<file path="config.mk">
export PLATFORM = sky130hd
export DESIGN_NAME = parking_gate_controller_flat
export DESIGN_NICKNAME = d
export VERILOG_FILES = /design/src/rtl/parking_gate_controller_if.sv /design/src/rtl/parking_gate_controller.sv /design/src/flat_wrapper.sv
export SDC_FILE = /design/constraint.sdc
export NUM_CORES = 1
export LEC_CHECK = 0
export ABC_AREA = 1
export CAP_MARGIN = 15
export CELL_PAD_IN_SITES_DETAIL_PLACEMENT = 1
export CELL_PAD_IN_SITES_GLOBAL_PLACEMENT = 1
export CORE_AREA = 2 2 78 80
export CTS_CLUSTER_DIAMETER = 60
export DETAILED_ROUTE_END_ITERATION = 10
export DIE_AREA = 0 0 80 82
export PLACE_DENSITY_LB_ADDON = 0.3
export SETUP_SLACK_MARGIN = 0.15
export SYNTH_ARGS = -nofsm -noshare
export SYNTH_HDL_FRONTEND = slang
export SYNTH_SLANG_ARGS = --single-unit
export TNS_END_PERCENT = 30
</file>
<file path="constraint.sdc">
create_clock -name clk -period 3.5 [get_ports clk]
set_input_delay 0.7 -clock clk [delete_from_list [all_inputs] [get_ports clk]]
set_output_delay 0.7 -clock clk [all_outputs]
set_load 0.03 [all_outputs]
</file>
<file path="src/rtl/parking_gate_controller_if.sv">
// parking_gate_controller_if: request/ack handshake and occupancy status bundle for the barrier gate
interface parking_gate_controller_if;
    logic       entry_req;
    logic       exit_req;
    logic [2:0] exit_slot;
    logic       entry_ack;
    logic       entry_ok;
    logic [2:0] entry_slot;
    logic       exit_ack;
    logic       exit_ok;
    logic       gate_open;
    logic       busy;
    logic [7:0] slot_map;
    logic [3:0] empty;
    logic [3:0] parked;
    logic       full;

    modport master (
        output entry_req, exit_req, exit_slot,
        input  entry_ack, entry_ok, entry_slot, exit_ack, exit_ok,
        input  gate_open, busy, slot_map, empty, parked, full
    );

    modport slave (
        input  entry_req, exit_req, exit_slot,
        output entry_ack, entry_ok, entry_slot, exit_ack, exit_ok,
        output gate_open, busy, slot_map, empty, parked, full
    );
endinterface

</file>
<file path="src/rtl/parking_gate_controller.sv">
// parking_gate_controller: arbitrates entry/exit over one barrier, owns the 8-slot map (1 = empty)
module parking_gate_controller #(
    parameter int unsigned GATE_CYCLES = 4
) (
    input  logic                        clk,
    input  logic                        rst_n,
    parking_gate_controller_if.slave    gi
);
    localparam logic [1:0] IDLE  = 2'd0;
    localparam logic [1:0] GRANT = 2'd1;
    localparam logic [1:0] OPEN  = 2'd2;
    localparam logic [1:0] CLOSE = 2'd3;

    logic [1:0] state_q, state_d;
    logic [7:0] map_q, map_d;
    logic [7:0] cnt_q, cnt_d;
    logic [3:0] empty_q, empty_d;
    logic [3:0] parked_q, parked_d;
    logic       full_q, full_d;
    logic       last_exit_q, last_exit_d;
    logic       entry_ack_q, entry_ack_d;
    logic       exit_ack_q, exit_ack_d;
    logic       entry_ok_q, entry_ok_d;
    logic       exit_ok_q, exit_ok_d;
    logic [2:0] entry_slot_q, entry_slot_d;
    logic [2:0] low;
    logic       req, exit_win, grant_ok;

    assign req      = gi.entry_req | gi.exit_req;
    // on a tie exit wins when the park is full or when entry was served last
    assign exit_win = gi.exit_req & (~gi.entry_req | full_q | ~last_exit_q);
    assign grant_ok = entry_ack_q ? entry_ok_q : exit_ok_q;

    always_comb begin
        low = 3'd0;
        for (int i = 7; i >= 0; i--)
            if (map_q[i]) low = 3'(i);
        empty_d = 4'd0;
        for (int i = 0; i < 8; i++)
            empty_d = empty_d + {3'd0, map_q[i]};
        parked_d     = 4'd8 - empty_d;
        full_d       = (empty_d == 4'd0);
        state_d      = state_q;
        map_d        = map_q;
        cnt_d        = cnt_q;
        last_exit_d  = last_exit_q;
        entry_ack_d  = 1'b0;
        exit_ack_d   = 1'b0;
        entry_ok_d   = entry_ok_q;
        exit_ok_d    = exit_ok_q;
        entry_slot_d = entry_slot_q;
        case (state_q)
            IDLE: if (req) begin
                state_d     = GRANT;
                last_exit_d = exit_win;
                entry_ack_d = ~exit_win;
                exit_ack_d  = exit_win;
                if (exit_win) begin
                    exit_ok_d               = ~map_q[gi.exit_slot];
                    map_d[gi.exit_slot]     = 1'b1;
                end else begin
                    entry_ok_d   = |map_q;
                    entry_slot_d = low;
                    if (|map_q) map_d[low] = 1'b0;
                end
            end
            GRANT: begin
                state_d = grant_ok ? OPEN : CLOSE;
                cnt_d   = 8'(GATE_CYCLES);
            end
            OPEN: begin
                cnt_d   = cnt_q - 8'd1;
                state_d = (cnt_q == 8'd1) ? CLOSE : OPEN;
            end
            default: state_d = IDLE;
        endcase
    end

    always_ff @(posedge clk or negedge rst_n) begin
        if (!rst_n) begin
            state_q      <= IDLE;
            map_q        <= 8'hFF;
            cnt_q        <= 8'd0;
            empty_q      <= 4'd8;
            parked_q     <= 4'd0;
            full_q       <= 1'b0;
            last_exit_q  <= 1'b0;
            entry_ack_q  <= 1'b0;
            exit_ack_q   <= 1'b0;
            entry_ok_q   <= 1'b0;
            exit_ok_q    <= 1'b0;
            entry_slot_q <= 3'd0;
        end else begin
            state_q      <= state_d;
            map_q        <= map_d;
            cnt_q        <= cnt_d;
            empty_q      <= empty_d;
            parked_q     <= parked_d;
            full_q       <= full_d;
            last_exit_q  <= last_exit_d;
            entry_ack_q  <= entry_ack_d;
            exit_ack_q   <= exit_ack_d;
            entry_ok_q   <= entry_ok_d;
            exit_ok_q    <= exit_ok_d;
            entry_slot_q <= entry_slot_d;
        end
    end

    assign gi.entry_ack  = entry_ack_q;
    assign gi.entry_ok   = entry_ok_q;
    assign gi.entry_slot = entry_slot_q;
    assign gi.exit_ack   = exit_ack_q;
    assign gi.exit_ok    = exit_ok_q;
    assign gi.gate_open  = (state_q == OPEN);
    assign gi.busy       = (state_q != IDLE);
    assign gi.slot_map   = map_q;
    assign gi.empty      = empty_q;
    assign gi.parked     = parked_q;
    assign gi.full       = full_q;
endmodule

</file>
<file path="src/flat_wrapper.sv">
// flat-port wrapper written by rule: the top's interface ports become plain ports
module parking_gate_controller_flat 
#(
    parameter int unsigned GATE_CYCLES = 4
)
  (clk, rst_n, gi_entry_req, gi_exit_req, gi_exit_slot, gi_entry_ack, gi_entry_ok, gi_entry_slot, gi_exit_ack, gi_exit_ok, gi_gate_open, gi_busy, gi_slot_map, gi_empty, gi_parked, gi_full);
  parking_gate_controller_if gi_i ();
  input  logic clk;
  input  logic rst_n;
  input wire logic [$bits(gi_i.entry_req)-1:0] gi_entry_req;
  input wire logic [$bits(gi_i.exit_req)-1:0] gi_exit_req;
  input wire logic [$bits(gi_i.exit_slot)-1:0] gi_exit_slot;
  output wire logic [$bits(gi_i.entry_ack)-1:0] gi_entry_ack;
  output wire logic [$bits(gi_i.entry_ok)-1:0] gi_entry_ok;
  output wire logic [$bits(gi_i.entry_slot)-1:0] gi_entry_slot;
  output wire logic [$bits(gi_i.exit_ack)-1:0] gi_exit_ack;
  output wire logic [$bits(gi_i.exit_ok)-1:0] gi_exit_ok;
  output wire logic [$bits(gi_i.gate_open)-1:0] gi_gate_open;
  output wire logic [$bits(gi_i.busy)-1:0] gi_busy;
  output wire logic [$bits(gi_i.slot_map)-1:0] gi_slot_map;
  output wire logic [$bits(gi_i.empty)-1:0] gi_empty;
  output wire logic [$bits(gi_i.parked)-1:0] gi_parked;
  output wire logic [$bits(gi_i.full)-1:0] gi_full;
  assign gi_i.entry_req = gi_entry_req;
  assign gi_i.exit_req = gi_exit_req;
  assign gi_i.exit_slot = gi_exit_slot;
  assign gi_entry_ack = gi_i.entry_ack;
  assign gi_entry_ok = gi_i.entry_ok;
  assign gi_entry_slot = gi_i.entry_slot;
  assign gi_exit_ack = gi_i.exit_ack;
  assign gi_exit_ok = gi_i.exit_ok;
  assign gi_gate_open = gi_i.gate_open;
  assign gi_busy = gi_i.busy;
  assign gi_slot_map = gi_i.slot_map;
  assign gi_empty = gi_i.empty;
  assign gi_parked = gi_i.parked;
  assign gi_full = gi_i.full;
  parking_gate_controller #(.GATE_CYCLES(GATE_CYCLES)) u_core (.clk(clk), .rst_n(rst_n), .gi(gi_i));
endmodule
</file>
==> qor_table.md, run 1 <==
| Quantity | This run |
| --- | --- |
| HPWL after detailed placement | 3.76 mm |
| Wire length of the first global-routing pass | 8.23 mm |
| Post-route clock period utilization | 94.0% |
| Commonest cells after routing, fill and taps aside | sky130_fd_sc_hd__nand2_1, sky130_fd_sc_hd__inv_1, sky130_fd_sc_hd__clkdlybuf4s50_1 |
| Crit path capture type | flip-flop |
| Share of Yosys cell area claimed by the top area cell type | 31.4% |
| Via count of the first global-routing pass | 1738 |
| Leading post-synthesis cells by cell area | sky130_fd_sc_hd__dfrtp_1, sky130_fd_sc_hd__dfstp_2, sky130_fd_sc_hd__nand2_1, sky130_fd_sc_hd__ha_1, sky130_fd_sc_hd__inv_1 |
| Starting utilization of the core area | 34.7% |
| Core Area | 0.00575 sq mm |
| Count of maximum capacitance violations | 0 |
| Via Count | 1632 |
| Count of mapped cells out of synthesis | 229 |
| Max clock buf depth | 2 |
| Final setup violation count | 0 |
| Clock buffer count from CTS | 5 |
| Die span in x | 80 um |
| Flop2flop setup slack | 0.21 ns |
| Storage cell area | 862 sq um |
| Summed area of non-filler cells in the final layout | 0.00254 sq mm |
| Standard cell area after detailed placement | 0.00243 sq mm |
| Clock Root Buffer | sky130_fd_sc_hd__clkbuf_8 |
| Initial antenna violation count | 0 |
| Remaining global-route overflow | 0 |
| Depth of the worst register-to-register path | 10 |
| Routing layer with the top usage in global route | met2 |
| Worst min path class | reg2reg |
| Fmax | 304 MHz |
| Antenna cell count | 0 |
| GR Util met2 | 29.2% |
| Final number of max-transition violations | 0 |
| Worst-margin pin slew | 0.487 ns |
| Yosys top cell by area | sky130_fd_sc_hd__dfrtp_1 |
| Data arrival, critical path | 3.50 ns |
| Syn-to-layout area delta | 27.5% |
| Launch instance of the worst register-to-register path | u_core.gi.slot_map[0] |
| Clock insertion delay at the later pin of the skew report | 0.29 ns |
| Weighted congestion at the end of routability-driven global placement | 0.874 |
| Net count reported at finish | 292 |
| Initial DRC Count | 50 |
| Most common cell after layout, fill and taps aside | sky130_fd_sc_hd__nand2_1 |
| Total detailed-routing wirelength | 4.93 mm |
| Flip-flop and latch count after synthesis | 34 |
| Boundary pin count | 33 |
| Total die area | 0.00656 sq mm |
| DRC violation count after routing | 0 |
| Height of the die | 82 um |
| TritonCTS clock tree | built |
| Filler instances | 700 |
| Global router's overall resource usage | 16.8% |
| First-pass DRT Iterations | 4 |
| Routed len/inst | 14.3 um |
| Clock-pin slew on the worst setup and hold paths | 0.07 ns |
| Met1 usage | 20.2% |
| Min Tclk post-route | 3.29 ns |
| Largest net degree at the start of global routing | 35 |
| Sequential element share of the synthesized area | 43.2% |
| Hold-fix buffers, CTS | 0 |
| Yosys synthesis warning count | 0 |
| Critical Path RT | 3.71 ns |
| Sinks on Clock Net | 34 |
| Via density per instance | 4.72 |
| Start point of the worst hold path | u_core.gi.entry_slot[2] |
| Synthesized area | 0.00199 sq mm |
| Worst hold path endpoint | u_core.gi.entry_slot[2] |
| Met3 global-route usage | 4.18% |
| Number of nets with antenna violations after detailed routing | 0 |
| Syn avg cell area | 8.71 sq um |
| Startpoint type of the worst setup path | flip-flop |
| Setup CP Type | reg2reg |
| Fraction of final layout cells sized beyond drive strength 1 | 17.3% |
| Std-Cell Rows | 28 |
| Final hold violation count | 0 |
| H-tree Lvls | 2 |
| Unrepaired setup endpoints after global routing | yes |
| CP Max Fanout | 9 |
| Number of port buffers | 32 |
| Worst hold path depth | 2 |
| Final worst clock skew | 0.0112 ns |
| Number of distinct standard cells referenced by the synthesized netlist | 32 |
| R2r endpoint | u_core.gi.parked[3] |
| Total negative slack for setup checks | 0 ns |
| Footprint of the multi-input gates | 997 sq um |
| Post-synthesis net count | 251 |
| Outcome | completed |
| Remaining max-slew budget at the tightest pin | 67.2% |
-- logic make-up (layout without fill, tap and decap cells) --
group	after synthesis	count (layout)	synth area share (%)
xor gates and xnor gates	5	5	2.20
AOI/OAI and AO/OA	41	41	12.0
adders and majority gates	15	15	10.9
and+or+nand+nor	95	95	24.2
DFF	34	34	43.2
buffers and inverters	39	81	7.53
-- layout make-up --
cell class	instances	share of cell area (%)
sequential	34	33.9
inverter	38	6.00
tap	75	3.69
multi-input combinational	156	39.2
timing repair buffer	35	13.5
clock buffer	6	3.25
clock inverter	2	0.492
-- Yosys cell counts --
cell type	n
sky130_fd_sc_hd__xnor2_1	1
sky130_fd_sc_hd__nor3_2	2
sky130_fd_sc_hd__inv_1	33
sky130_fd_sc_hd__a21oi_1	11
sky130_fd_sc_hd__buf_4	1
sky130_fd_sc_hd__nand2_2	3
sky130_fd_sc_hd__dfstp_2	9
sky130_fd_sc_hd__o21ai_2	1
sky130_fd_sc_hd__a31oi_1	3
sky130_fd_sc_hd__o21ai_4	1
sky130_fd_sc_hd__nand3b_1	1
sky130_fd_sc_hd__fa_1	4
sky130_fd_sc_hd__a21o_1	1
sky130_fd_sc_hd__nor2_1	12
sky130_fd_sc_hd__nand2_1	44
sky130_fd_sc_hd__nand3_1	10
sky130_fd_sc_hd__o21ai_0	19
sky130_fd_sc_hd__ha_1	11
sky130_fd_sc_hd__inv_2	3
sky130_fd_sc_hd__a21oi_2	2
sky130_fd_sc_hd__nand3_2	2
sky130_fd_sc_hd__nor2_4	4
sky130_fd_sc_hd__nor3b_1	1
sky130_fd_sc_hd__xor2_1	4
sky130_fd_sc_hd__dfrtp_1	25
sky130_fd_sc_hd__nand2_4	3
sky130_fd_sc_hd__nor2_2	1
sky130_fd_sc_hd__o211ai_1	1
sky130_fd_sc_hd__nand4_1	2
sky130_fd_sc_hd__nor3_1	10
sky130_fd_sc_hd__o22ai_1	2
sky130_fd_sc_hd__clkinv_1	2
-- how the worst max path moves through the flow --
stage | end | slack (ns) | cells after the start | startpoint
detailed placement | u_core.gi.parked[3] | 0.10 | 10 | u_core.gi.slot_map[0]
global route | u_core.gi.parked[3] | 0.07 | 10 | u_core.gi.slot_map[0]
floorplan | u_core.gi.parked[2] | 0.15 | 10 | u_core.gi.slot_map[0]
finish | u_core.gi.parked[3] | 0.21 | 10 | u_core.gi.slot_map[0]
global placement | u_core.gi.parked[3] | 0.17 | 10 | u_core.gi.slot_map[0]
CTS | u_core.gi.parked[3] | 0.19 | 10 | u_core.gi.slot_map[1]
-- sequential cells by signal, indices dropped and copies added (netlist names), 2 cells and up --
signal,count
u_core.cnt_q,8
u_core.gi.slot_map,8
u_core.gi.empty,4
u_core.gi.entry_slot,3
u_core.gi.parked,3
u_core.state_q,2
-- per-layer routing --
| layer | routed length [um] | share of wire [%] |
|---|---|---|
| met3 | 151 | 3.1 |
| met4 | 81 | 1.6 |
| met5 | 0 | 0 |
| met1 | 2290 | 46 |
| met2 | 2410 | 49 |
-- repair_timing --
item | in CTS | in global routing
buffers inserted | 2 | 0
endpoints found under the setup margin | 3 | 3
cloned | 0 | 0
pin swaps | 1 | 0
gates resized for setup | 1 | 0
-- stage by stage --
| stage | std cells | setup slack, ns | utilization (%) | hold WS (ns) |
|---|---|---|---|---|
| 2_1_floorplan | 229 | 0.155 | - | 0.404 |
| 3_3_place_gp | 336 | 0.170 | 42.3 | 0.465 |
| 4_1_cts | 346 | 0.195 | 44.3 | 0.490 |
| 3_5_place_dp | 336 | 0.102 | 42.3 | 0.473 |
| 5_1_grt | 346 | 0.0741 | 44.3 | 0.516 |
| 6_report | 346 | 0.211 | 44.3 | 0.483 |
-- worst max-delay path: stages, from the launching register on --
cell and delay [ns]:
sky130_fd_sc_hd__dfstp_2 0.57, sky130_fd_sc_hd__clkinv_4 0.09, sky130_fd_sc_hd__ha_1 0.29, sky130_fd_sc_hd__inv_1 0.05
sky130_fd_sc_hd__fa_1 0.50, sky130_fd_sc_hd__fa_1 0.43, sky130_fd_sc_hd__fa_2 0.36, sky130_fd_sc_hd__fa_1 0.52
sky130_fd_sc_hd__inv_1 0.07, sky130_fd_sc_hd__nor3_2 0.18, sky130_fd_sc_hd__xor2_1 0.15
Power of run 1 is not shown: default switching activity piles up to over one toggle a cycle in this logic, so the estimate is an artifact.
==> inputs of run 2 (changes only) <==
--- a/config.mk
+++ b/config.mk
@@ -15,6 +15,7 @@
 export DIE_AREA = 0 0 80 82
 export PLACE_DENSITY_LB_ADDON = 0.3
 export SETUP_SLACK_MARGIN = 0.15
+export SKIP_CTS_REPAIR_TIMING = 1
 export SYNTH_ARGS = -nofsm -noshare
 export SYNTH_HDL_FRONTEND = slang
 export SYNTH_SLANG_ARGS = --single-unit
==> qor_table.md, run 2 (synthesis gave the netlist of run 1 again) <==
| Quantity | This run | Change |
| --- | --- | --- |
| TritonCTS clock tree | built |  |
| Final setup violation count | 0 | unchanged |
| Syn-to-layout area delta | 27.5% | unchanged |
| Filler instances | 699 | -0.14% |
| Final number of max-transition violations | 0 | unchanged |
| Crit path capture type | flip-flop |  |
| Via Count | 1632 | unchanged |
| Clock-pin slew on the worst setup and hold paths | 0.07 ns | about the same |
| CP Max Fanout | 9 | unchanged |
| Worst min path class | reg2reg |  |
| Fmax | 304 MHz | -0.13% |
| Worst-margin pin slew | 0.487 ns | +0.00000197 ns |
| Largest net degree at the start of global routing | 35 | unchanged |
| Number of nets with antenna violations after detailed routing | 0 | unchanged |
| Count of maximum capacitance violations | 0 | unchanged |
| Total negative slack for setup checks | 0 ns | unchanged |
| Startpoint type of the worst setup path | flip-flop |  |
| Std-Cell Rows | 28 | unchanged |
| Height of the die | 82 um | unchanged |
| Wire length of the first global-routing pass | 8.23 mm | unchanged |
| Fraction of final layout cells sized beyond drive strength 1 | 17.3% | unchanged |
| Die span in x | 80 um | unchanged |
| Most common cell after layout, fill and taps aside | sky130_fd_sc_hd__nand2_1 |  |
| First-pass DRT Iterations | 4 | unchanged |
| Post-route clock period utilization | 94.1% | +0.12 points |
| Boundary pin count | 33 | unchanged |
| Remaining max-slew budget at the tightest pin | 67.2% | about the same |
| Max clock buf depth | 2 | unchanged |
| Core Area | 0.00575 sq mm | unchanged |
| Global router's overall resource usage | 16.8% | unchanged |
| Commonest cells after routing, fill and taps aside | sky130_fd_sc_hd__nand2_1, sky130_fd_sc_hd__inv_1, sky130_fd_sc_hd__clkdlybuf4s50_1 |  |
| Antenna cell count | 0 | unchanged |
| H-tree Lvls | 2 | unchanged |
| Weighted congestion at the end of routability-driven global placement | 0.874 | unchanged |
| Unrepaired setup endpoints after global routing | yes |  |
| Final worst clock skew | 0.0113 ns | +0.0000767 ns |
| Total detailed-routing wirelength | 4.98 mm | +0.83% |
| Outcome | completed |  |
| Min Tclk post-route | 3.29 ns | +0.00433 ns |
| Via count of the first global-routing pass | 1737 | -0.058% |
| Data arrival, critical path | 3.51 ns | about the same |
| Net count reported at finish | 292 | unchanged |
| Remaining global-route overflow | 0 | unchanged |
| Initial antenna violation count | 0 | unchanged |
| Initial DRC Count | 59 | +18% |
| Setup CP Type | reg2reg |  |
| Via density per instance | 4.72 | unchanged |
| Sinks on Clock Net | 34 | unchanged |
| Final hold violation count | 0 | unchanged |
| Routed len/inst | 14.4 um | +0.83% |
| Starting utilization of the core area | 34.7% | unchanged |
| DRC violation count after routing | 0 | unchanged |
| Total die area | 0.00656 sq mm | unchanged |
| Critical Path RT | 3.71 ns | about the same |
| Clock buffer count from CTS | 5 | unchanged |
| Number of port buffers | 32 | unchanged |
| HPWL after detailed placement | 3.76 mm | unchanged |
| Clock Root Buffer | sky130_fd_sc_hd__clkbuf_8 |  |
| Clock insertion delay at the later pin of the skew report | 0.29 ns | about the same |
## run 2: cell counts in the layout (fill, tap and decap cells not counted)
Identical to the previous run, type by type.
## run 2: layer usage
layer,track usage [%],share of wire (%),routed length (um)
met5,0,0,0
met4,6.44,1.6,81
met3,4.18,3.0,151
met2,28.8,49,2430
met1,20.3,47,2310
## run 2: cell type report
type	instances	area (sq um)	share of cell area, %
clock buffer	6	82.6	3.25
tap	75	93.8	3.69
inverter	38	153	6.00
timing repair buffer	35	343	13.5
multi-input combinational	156	997	39.2
sequential	34	862	33.9
clock inverter	2	12.5	0.492
## run 2: worst paths after layout
kind                                          from                 endpoint  slack [ns]  cells after the start
max                          u_core.gi.slot_map[0]      u_core.gi.parked[3]        0.21                     10
max reg2reg                  u_core.gi.slot_map[0]      u_core.gi.parked[3]        0.21                     10
max in group asynchronous                    rst_n    u_core.gi.slot_map[1]        2.32                      2
min reg2reg                u_core.gi.entry_slot[2]  u_core.gi.entry_slot[2]        0.48                      2
min                        u_core.gi.entry_slot[2]  u_core.gi.entry_slot[2]        0.48                      2
min in group asynchronous                    rst_n          u_core.cnt_q[2]        0.82                      2
## run 2: critical path: stages (launching register included)
cell                       delay, ns
sky130_fd_sc_hd__dfstp_2        0.57
sky130_fd_sc_hd__clkinv_4       0.09
sky130_fd_sc_hd__ha_1           0.29
sky130_fd_sc_hd__inv_1          0.05
sky130_fd_sc_hd__fa_1           0.50
sky130_fd_sc_hd__fa_1           0.43
sky130_fd_sc_hd__fa_2           0.36
sky130_fd_sc_hd__fa_1           0.52
sky130_fd_sc_hd__inv_1          0.07
sky130_fd_sc_hd__nor3_2         0.18
sky130_fd_sc_hd__xor2_1         0.15
## run 2: metrics by stage
step	setup slack (ns)	cell area, sq um	util, %	hold slack, ns	instances
after CTS	0.0842	2530	44.0	0.490	344
after floorplan	0.155	2020	-	0.404	229
after global placement	0.170	2430	42.3	0.465	336
after detailed placement	0.102	2430	42.3	0.473	336
final	0.206	2540	44.3	0.483	346
after global routing	0.0788	2540	44.3	0.516	346
Power of run 2 is left out for the same reason.
